### src/rtl/sci_pkg.sv
// Shared SCI definitions: receiver FSM encodings, oversampling constants, register map.
// Latency: n/a (types and constants only).
// Backpressure: n/a.
package sci_pkg;

  typedef enum logic [1:0] {
    ST_IDLE  = 2'd0,
    ST_START = 2'd1,
    ST_DATA  = 2'd2,
    ST_STOP  = 2'd3
  } rx_state_t;

  // 16 oversample ticks per bit; the start bit is checked at its middle (tick 7),
  // data and stop bits at tick 15 counted from the re-centred start point.
  localparam int         OS_RATIO        = 16;
  localparam logic [3:0] OS_SAMPLE_START = 4'd7;
  localparam logic [3:0] OS_SAMPLE_BIT   = 4'(OS_RATIO - 1);

  // SCI register block offsets (byte addresses)
  localparam logic [7:0] SCI_REG_CTRL   = 8'h00;
  localparam logic [7:0] SCI_REG_STATUS = 8'h04;
  localparam logic [7:0] SCI_REG_BAUD   = 8'h08;
  localparam logic [7:0] SCI_REG_RXDATA = 8'h0C;

endpackage

### src/rtl/sci_rx_fifo.sv
// Show-ahead receive FIFO holding 2**P_FIFO_AW-1 bytes; head is always on o_head_dat.
// Latency: push visible on head/count next cycle; pop exposes the next head next cycle.
// Backpressure: push while full is accepted only if a pop happens in the same cycle, else dropped.
module sci_rx_fifo #(
  parameter int P_FIFO_AW = 4
) (
  input  logic                 iCLOCK,
  input  logic                 inRESET,
  input  logic                 i_clr,
  input  logic                 i_push,
  input  logic [7:0]           i_push_dat,
  input  logic                 i_pop,
  output logic [7:0]           o_head_dat,
  output logic                 o_empty,
  output logic                 o_full,
  output logic [P_FIFO_AW-1:0] o_cnt
);

  localparam int DEPTH = 2 ** P_FIFO_AW;

  logic [7:0]           r_mem [DEPTH];
  logic [P_FIFO_AW-1:0] r_wr_ptr;
  logic [P_FIFO_AW-1:0] r_rd_ptr;
  logic [P_FIFO_AW-1:0] r_cnt;
  logic                 w_pop;
  logic                 w_push;

  // One slot is sacrificed so the count always fits in P_FIFO_AW bits.
  assign o_empty    = (r_cnt == '0);
  assign o_full     = (r_cnt == {P_FIFO_AW{1'b1}});
  assign o_cnt      = r_cnt;
  assign w_pop      = i_pop && !o_empty;
  assign w_push     = i_push && (!o_full || w_pop);
  assign o_head_dat = o_empty ? 8'h00 : r_mem[r_rd_ptr];

  // Pointer and occupancy bookkeeping; pointers wrap naturally at 2**P_FIFO_AW.
  always_ff @(posedge iCLOCK or negedge inRESET) begin
    if (!inRESET) begin
      r_wr_ptr <= '0;
      r_rd_ptr <= '0;
      r_cnt    <= '0;
    end else if (i_clr) begin
      r_wr_ptr <= '0;
      r_rd_ptr <= '0;
      r_cnt    <= '0;
    end else begin
      if (w_push) r_wr_ptr <= r_wr_ptr + 1'b1;
      if (w_pop)  r_rd_ptr <= r_rd_ptr + 1'b1;
      if (w_push && !w_pop)      r_cnt <= r_cnt + 1'b1;
      else if (w_pop && !w_push) r_cnt <= r_cnt - 1'b1;
    end
  end

  // Storage needs no reset: a slot is only read after it has been written.
  always_ff @(posedge iCLOCK) begin
    if (w_push) r_mem[r_wr_ptr] <= i_push_dat;
  end

endmodule

### src/rtl/sci_uart_rx.sv
// SCI UART receiver: 8N1 deserialiser with 16x oversampling feeding a show-ahead byte FIFO.
// Latency: 2-cycle input sync; byte/flags appear the cycle after the stop-bit sample.
// Backpressure: none on the line; a good byte arriving at a full FIFO is dropped with oOVERRUN.
module sci_uart_rx
  import sci_pkg::*;
#(
  parameter int P_DIV_W   = 16,
  parameter int P_FIFO_AW = 4
) (
  input  logic                 iCLOCK,
  input  logic                 inRESET,
  input  logic                 iRESET_SYNC,
  input  logic                 iRX_EN,
  input  logic [P_DIV_W-1:0]   iBAUD_DIV,
  input  logic                 iRX_REQ,
  output logic                 oRX_EMPTY,
  output logic [7:0]           oRX_DATA,
  output logic [P_FIFO_AW-1:0] oRX_BUFF_CNT,
  output logic                 oRX_RECEIVE,
  output logic                 oFRAME_ERR,
  output logic                 oOVERRUN,
  input  logic                 iUART_RXD
);

  logic               r_rxd_s1, r_rxd_s2;
  rx_state_t          r_state, w_state_nxt;
  logic [P_DIV_W-1:0] r_div, w_div_nxt;
  logic [3:0]         r_os, w_os_nxt;
  logic [2:0]         r_bit, w_bit_nxt;
  logic [7:0]         r_sr, w_sr_nxt;
  logic               r_rx_receive, r_frame_err, r_overrun;
  logic               w_tick, w_push_req, w_frame_err, w_overrun;
  logic               w_fifo_full;

  // Two-flop synchroniser; idles high so reset never looks like a start bit.
  always_ff @(posedge iCLOCK or negedge inRESET) begin
    if (!inRESET) begin
      r_rxd_s1 <= 1'b1;
      r_rxd_s2 <= 1'b1;
    end else if (iRESET_SYNC) begin
      r_rxd_s1 <= 1'b1;
      r_rxd_s2 <= 1'b1;
    end else begin
      r_rxd_s1 <= iUART_RXD;
      r_rxd_s2 <= r_rxd_s1;
    end
  end

  assign w_tick = (r_state != ST_IDLE) && (r_div == iBAUD_DIV);

  // Next-state logic: divider, oversample/bit counters, shift register and push/error requests.
  always_comb begin
    w_state_nxt = r_state;
    w_div_nxt   = (r_state == ST_IDLE || w_tick) ? '0 : r_div + 1'b1;
    w_os_nxt    = w_tick ? r_os + 4'd1 : r_os;
    w_bit_nxt   = r_bit;
    w_sr_nxt    = r_sr;
    w_push_req  = 1'b0;
    w_frame_err = 1'b0;
    case (r_state)
      ST_IDLE: begin
        w_os_nxt = 4'd0;
        if (!r_rxd_s2) w_state_nxt = ST_START;
      end
      ST_START: begin
        if (w_tick && r_os == OS_SAMPLE_START) begin
          if (r_rxd_s2) begin
            w_state_nxt = ST_IDLE;
          end else begin
            w_state_nxt = ST_DATA;
            w_os_nxt    = 4'd0;
            w_bit_nxt   = 3'd0;
          end
        end
      end
      ST_DATA: begin
        if (w_tick && r_os == OS_SAMPLE_BIT) begin
          w_sr_nxt = {r_rxd_s2, r_sr[7:1]};
          if (r_bit == 3'd7) w_state_nxt = ST_STOP;
          else               w_bit_nxt   = r_bit + 3'd1;
        end
      end
      ST_STOP: begin
        if (w_tick && r_os == OS_SAMPLE_BIT) begin
          w_push_req  = r_rxd_s2;
          w_frame_err = !r_rxd_s2;
          w_state_nxt = ST_IDLE;
        end
      end
      default: w_state_nxt = ST_IDLE;
    endcase
    // Disabling the receiver abandons any frame in flight.
    if (!iRX_EN) begin
      w_state_nxt = ST_IDLE;
      w_push_req  = 1'b0;
      w_frame_err = 1'b0;
    end
  end

  // A same-cycle pop frees a slot, so only a push into a full FIFO without a pop overruns.
  assign w_overrun = w_push_req && w_fifo_full && !(iRX_REQ && !oRX_EMPTY);

  // Receiver state registers.
  always_ff @(posedge iCLOCK or negedge inRESET) begin
    if (!inRESET) begin
      r_state <= ST_IDLE;
      r_div   <= '0;
      r_os    <= 4'd0;
      r_bit   <= 3'd0;
      r_sr    <= 8'h00;
    end else if (iRESET_SYNC) begin
      r_state <= ST_IDLE;
      r_div   <= '0;
      r_os    <= 4'd0;
      r_bit   <= 3'd0;
      r_sr    <= 8'h00;
    end else begin
      r_state <= w_state_nxt;
      r_div   <= w_div_nxt;
      r_os    <= w_os_nxt;
      r_bit   <= w_bit_nxt;
      r_sr    <= w_sr_nxt;
    end
  end

  // Status pulses, registered so they line up with the FIFO count update.
  always_ff @(posedge iCLOCK or negedge inRESET) begin
    if (!inRESET) begin
      r_rx_receive <= 1'b0;
      r_frame_err  <= 1'b0;
      r_overrun    <= 1'b0;
    end else if (iRESET_SYNC) begin
      r_rx_receive <= 1'b0;
      r_frame_err  <= 1'b0;
      r_overrun    <= 1'b0;
    end else begin
      r_rx_receive <= w_push_req && !w_overrun;
      r_frame_err  <= w_frame_err;
      r_overrun    <= w_overrun;
    end
  end

  assign oRX_RECEIVE = r_rx_receive;
  assign oFRAME_ERR  = r_frame_err;
  assign oOVERRUN    = r_overrun;

  sci_rx_fifo #(
    .P_FIFO_AW (P_FIFO_AW)
  ) u_fifo (
    .iCLOCK     (iCLOCK),
    .inRESET    (inRESET),
    .i_clr      (iRESET_SYNC),
    .i_push     (w_push_req),
    .i_push_dat (r_sr),
    .i_pop      (iRX_REQ),
    .o_head_dat (oRX_DATA),
    .o_empty    (oRX_EMPTY),
    .o_full     (w_fifo_full),
    .o_cnt      (oRX_BUFF_CNT)
  );

endmodule

### config.mk
export PLATFORM = sky130hd
export DESIGN_NAME = sci_uart_rx
export DESIGN_NICKNAME = d
export VERILOG_FILES = /design/src/rtl/sci_pkg.sv /design/src/rtl/sci_rx_fifo.sv /design/src/rtl/sci_uart_rx.sv
export SDC_FILE = /design/constraint.sdc
export NUM_CORES = 1
export LEC_CHECK = 0
export CELL_PAD_IN_SITES_DETAIL_PLACEMENT = 1
export CELL_PAD_IN_SITES_GLOBAL_PLACEMENT = 2
export CORE_ASPECT_RATIO = 1.2
export CORE_MARGIN = 8
export CORE_UTILIZATION = 48
export DETAILED_ROUTE_END_ITERATION = 16
export HOLD_SLACK_MARGIN = 0.1
export PLACE_DENSITY_LB_ADDON = 0.1
export RECOVER_POWER = 50
export SLEW_MARGIN = 20
export SYNTH_ARGS = -nofsm -noshare
export SYNTH_HDL_FRONTEND = slang
export SYNTH_SLANG_ARGS = --single-unit
### constraint.sdc
create_clock -name iCLOCK -period 5.9 [get_ports iCLOCK]
set_input_delay 1.77 -clock iCLOCK [delete_from_list [all_inputs] [get_ports iCLOCK]]
set_output_delay 1.77 -clock iCLOCK [all_outputs]
set_load 0.005 [all_outputs]
==> flow_summary.toml <==
[synth]
ys_seq_area_share_pct = 64.8
ys_ff_latch = 178
synth_edf_count = 128
syn_inst = 520
syn-num-nets = 554
syn_area_sq_um = 7860
avgSynthCellArea_sq_um = 15.1
async_flop_share_pct = 28.1
ys_warn_count = 0
ys_types = 50
synth_ff_type = "edfxtp_1"

[clocking]
post_cts_buffers = 0
path_clk_slew_ns = 0.06
cts_root_buffer = "clkbuf_16"
cts_max_level = 4
holdBufCountCts = 0
cts_resized = 0
clk_path_buf_depth = 2
numCtsBuffers = 17
cts_tree = "done"
cts_sinks = 178
clk_latency_ns = 0.43

[floorplan]
placementRows = 51
dieWidth_microns = 133
dieArea_sq_um = 20800
start_util_pct = 48.7
fp.coreArea_sq_um = 16100
design.portCount = 38
die_h_microns = 156

[global_route]
grt-ovfl-total = 0
grt_max_degree = 51
grt_pass1_wl_mm = 29.4
antenna_found_initial = 0
grt_usage_pct = 18.7
grt_pass1_vias = 5134

[timing]
tightest_slew_ns = 2.81
final.setup.tns_ns = 0
setup_ws_ns = 1.17
fmax_mhz = 211
drv_slew = 51
finalHoldViolations = 0
setup_viol = 0
fin_worst_skew_ns = 0.0103
finalCritPeriodShare_pct = 80.2
whs_ns = 0.520
grt_setup_unrepaired = "no"
slew_headroom_pct = -87.3
fin_crit_ns = 4.73

[finish]
syn2layout_area_growth_pct = 15.8
final_cell_mix = "128 x edfxtp_1, 46 x dfrtp_1, 40 x mux4_2, 39 x nor2_1, 33 x clkdlybuf4s50_1"
final_util_pct = 56.4
final_common_cell = "edfxtp_1"
nets = 596
n_antenna_cell = 0
drive_above_1_share_pct = 18.3
n_fill_cell = 1534

[drt]
wl_per_cell_microns = 23.1
drt_first_iter_violations = 262
drc = 0
vias = 4578
vias_per_cell = 5.82
route.antenna.remaining_nets = 0
drtPass1Iterations = 4
wirelength_mm = 18.2

[place]
hpwl_mm = 12.5
gp_congestion = 0.784
portBuffers = 37
place_ws_ns = 0.946

[worst_setup_path]
ff2ff_path_depth = 9
critPathMaxFanout = 27
worstPathRequired_ns = 4.13
critPathCaptureType = "output port"
crit_arrival_ns = 2.96
crit_type = "reg -> out"
start_kind = "flop"

[job]
cap_violations = 1

[pwr]
total_power_mw = 2.48
ir_drop_mv = 0.178
power_density_nw_per_um2 = 272
power.leakage_nw = 3.43

[outcome]
status = "complete, but fails checks"
violations = "max-capacitance violations, max-slew violations"

[worst_hold_path]
hold_path.class = "reg -> reg"
hold_depth = 1
==> area by class of cell <==
class	instances	area (sq um)	share of cell area, %
sequential	178	5100	56.0
multi-input combinational	299	2620	28.8
tap	212	265	2.91
timing repair buffer	52	483	5.31
clock buffer	17	425	4.67
clock inverter	14	154	1.69
inverter	14	52.6	0.577
==> critical path: stages (launching register included) <==
cell and delay [ns]:
dfrtp_2 0.54, buf_12 0.28, mux4_2 0.58, mux4_2 0.47, nor2b_1 0.15, clkdlybuf4s50_1 0.48
==> routing by layer <==
| layer | up-vias | global-route usage (%) | wire length, microns |
|---|---|---|---|
| met5 | - | 0 | 0 |
| met4 | 0 | 4.60 | 182 |
| met3 | 15 | 4.20 | 640 |
| met2 | 74 | 34.3 | 9990 |
| met1 | 2392 | 21.7 | 7370 |
| li1 | 2097 | - | - |
==> Yosys cell counts, drive strengths merged, types with 2 or more instances <==
master  number  share of area, %
nor2        39               1.9
or4          2              0.19
nand3       22               1.4
xor2        25               2.8
or2          5              0.43
nor4        11              0.95
mux4        40                11
and2         2              0.16
nor3         8              0.51
edfxtp     128                49
a21oi       19               1.2
xnor2        9               1.0
clkbuf      15              0.72
ha          11               1.8
or3          6              0.60
a31oi        2              0.16
inv         14              0.67
dfrtp       48                15
a31o         2              0.22
nor2b       11              0.88
dfstp        2              0.67
nor4b        6              0.67
and4        12               1.4
nand4        7              0.56
buf         14              0.94
o41ai        3              0.43
o22ai        4              0.32
nand2       20              0.95
o311ai       4              0.45
o21ai       14              0.89
and3         3              0.24
==> kinds of logic (layout without fill, tap and decap cells) <==
logic type | Yosys count | after routing | synth area share (%)
AOI/OAI and AO/OA | 57 | 57 | 4.63
xor gates and xnor gates | 34 | 34 | 3.79
adders and majority gates | 12 | 12 | 2.00
buffers and inverters | 43 | 97 | 2.32
DFF | 178 | 178 | 64.8
muxes | 41 | 41 | 11.6
and+or+nand+nor | 155 | 155 | 10.8
==> sequential cells by signal, indices dropped and copies added, names as in the netlist <==
name and flops:
r_os 4, r_state 2, u_fifo.r_wr_ptr 4, u_fifo.r_mem 128, r_sr 8, r_div 16
u_fifo.o_cnt 4, u_fifo.r_rd_ptr 4, r_rxd_s1 1, oRX_RECEIVE 1, r_rxd_s2 1, oFRAME_ERR 1
r_bit 3, oOVERRUN 1
==> power breakdown <==
group	switching [mW]	internal, mW	leakage (nW)
clock network	0.482	0.629	0.279
logic	0.0209	0.0176	0.977
registers	0.00123	1.33	2.18
==> per-stage QoR <==
stage,std cells,cell area (sq um)
finish,786,9100
global route,786,9100
CTS,786,9100
detailed placement,755,8520
global placement,755,8520
floorplan,520,7860
==> final timing paths <==
path,start,to,slack [ns]
max in group asynchronous,inRESET,u_fifo.r_rd_ptr[0],1.76
setup reg to reg,u_fifo.o_cnt[0],u_fifo.o_cnt[2],2.59
min in group asynchronous,inRESET,r_div[3],2.33
hold reg to reg,r_div[0],r_div[0],0.52
hold / removal,r_div[0],r_div[0],0.52
setup / recovery,u_fifo.r_rd_ptr[0],oRX_DATA[6],1.17
Power figures use the tool's default switching activity.
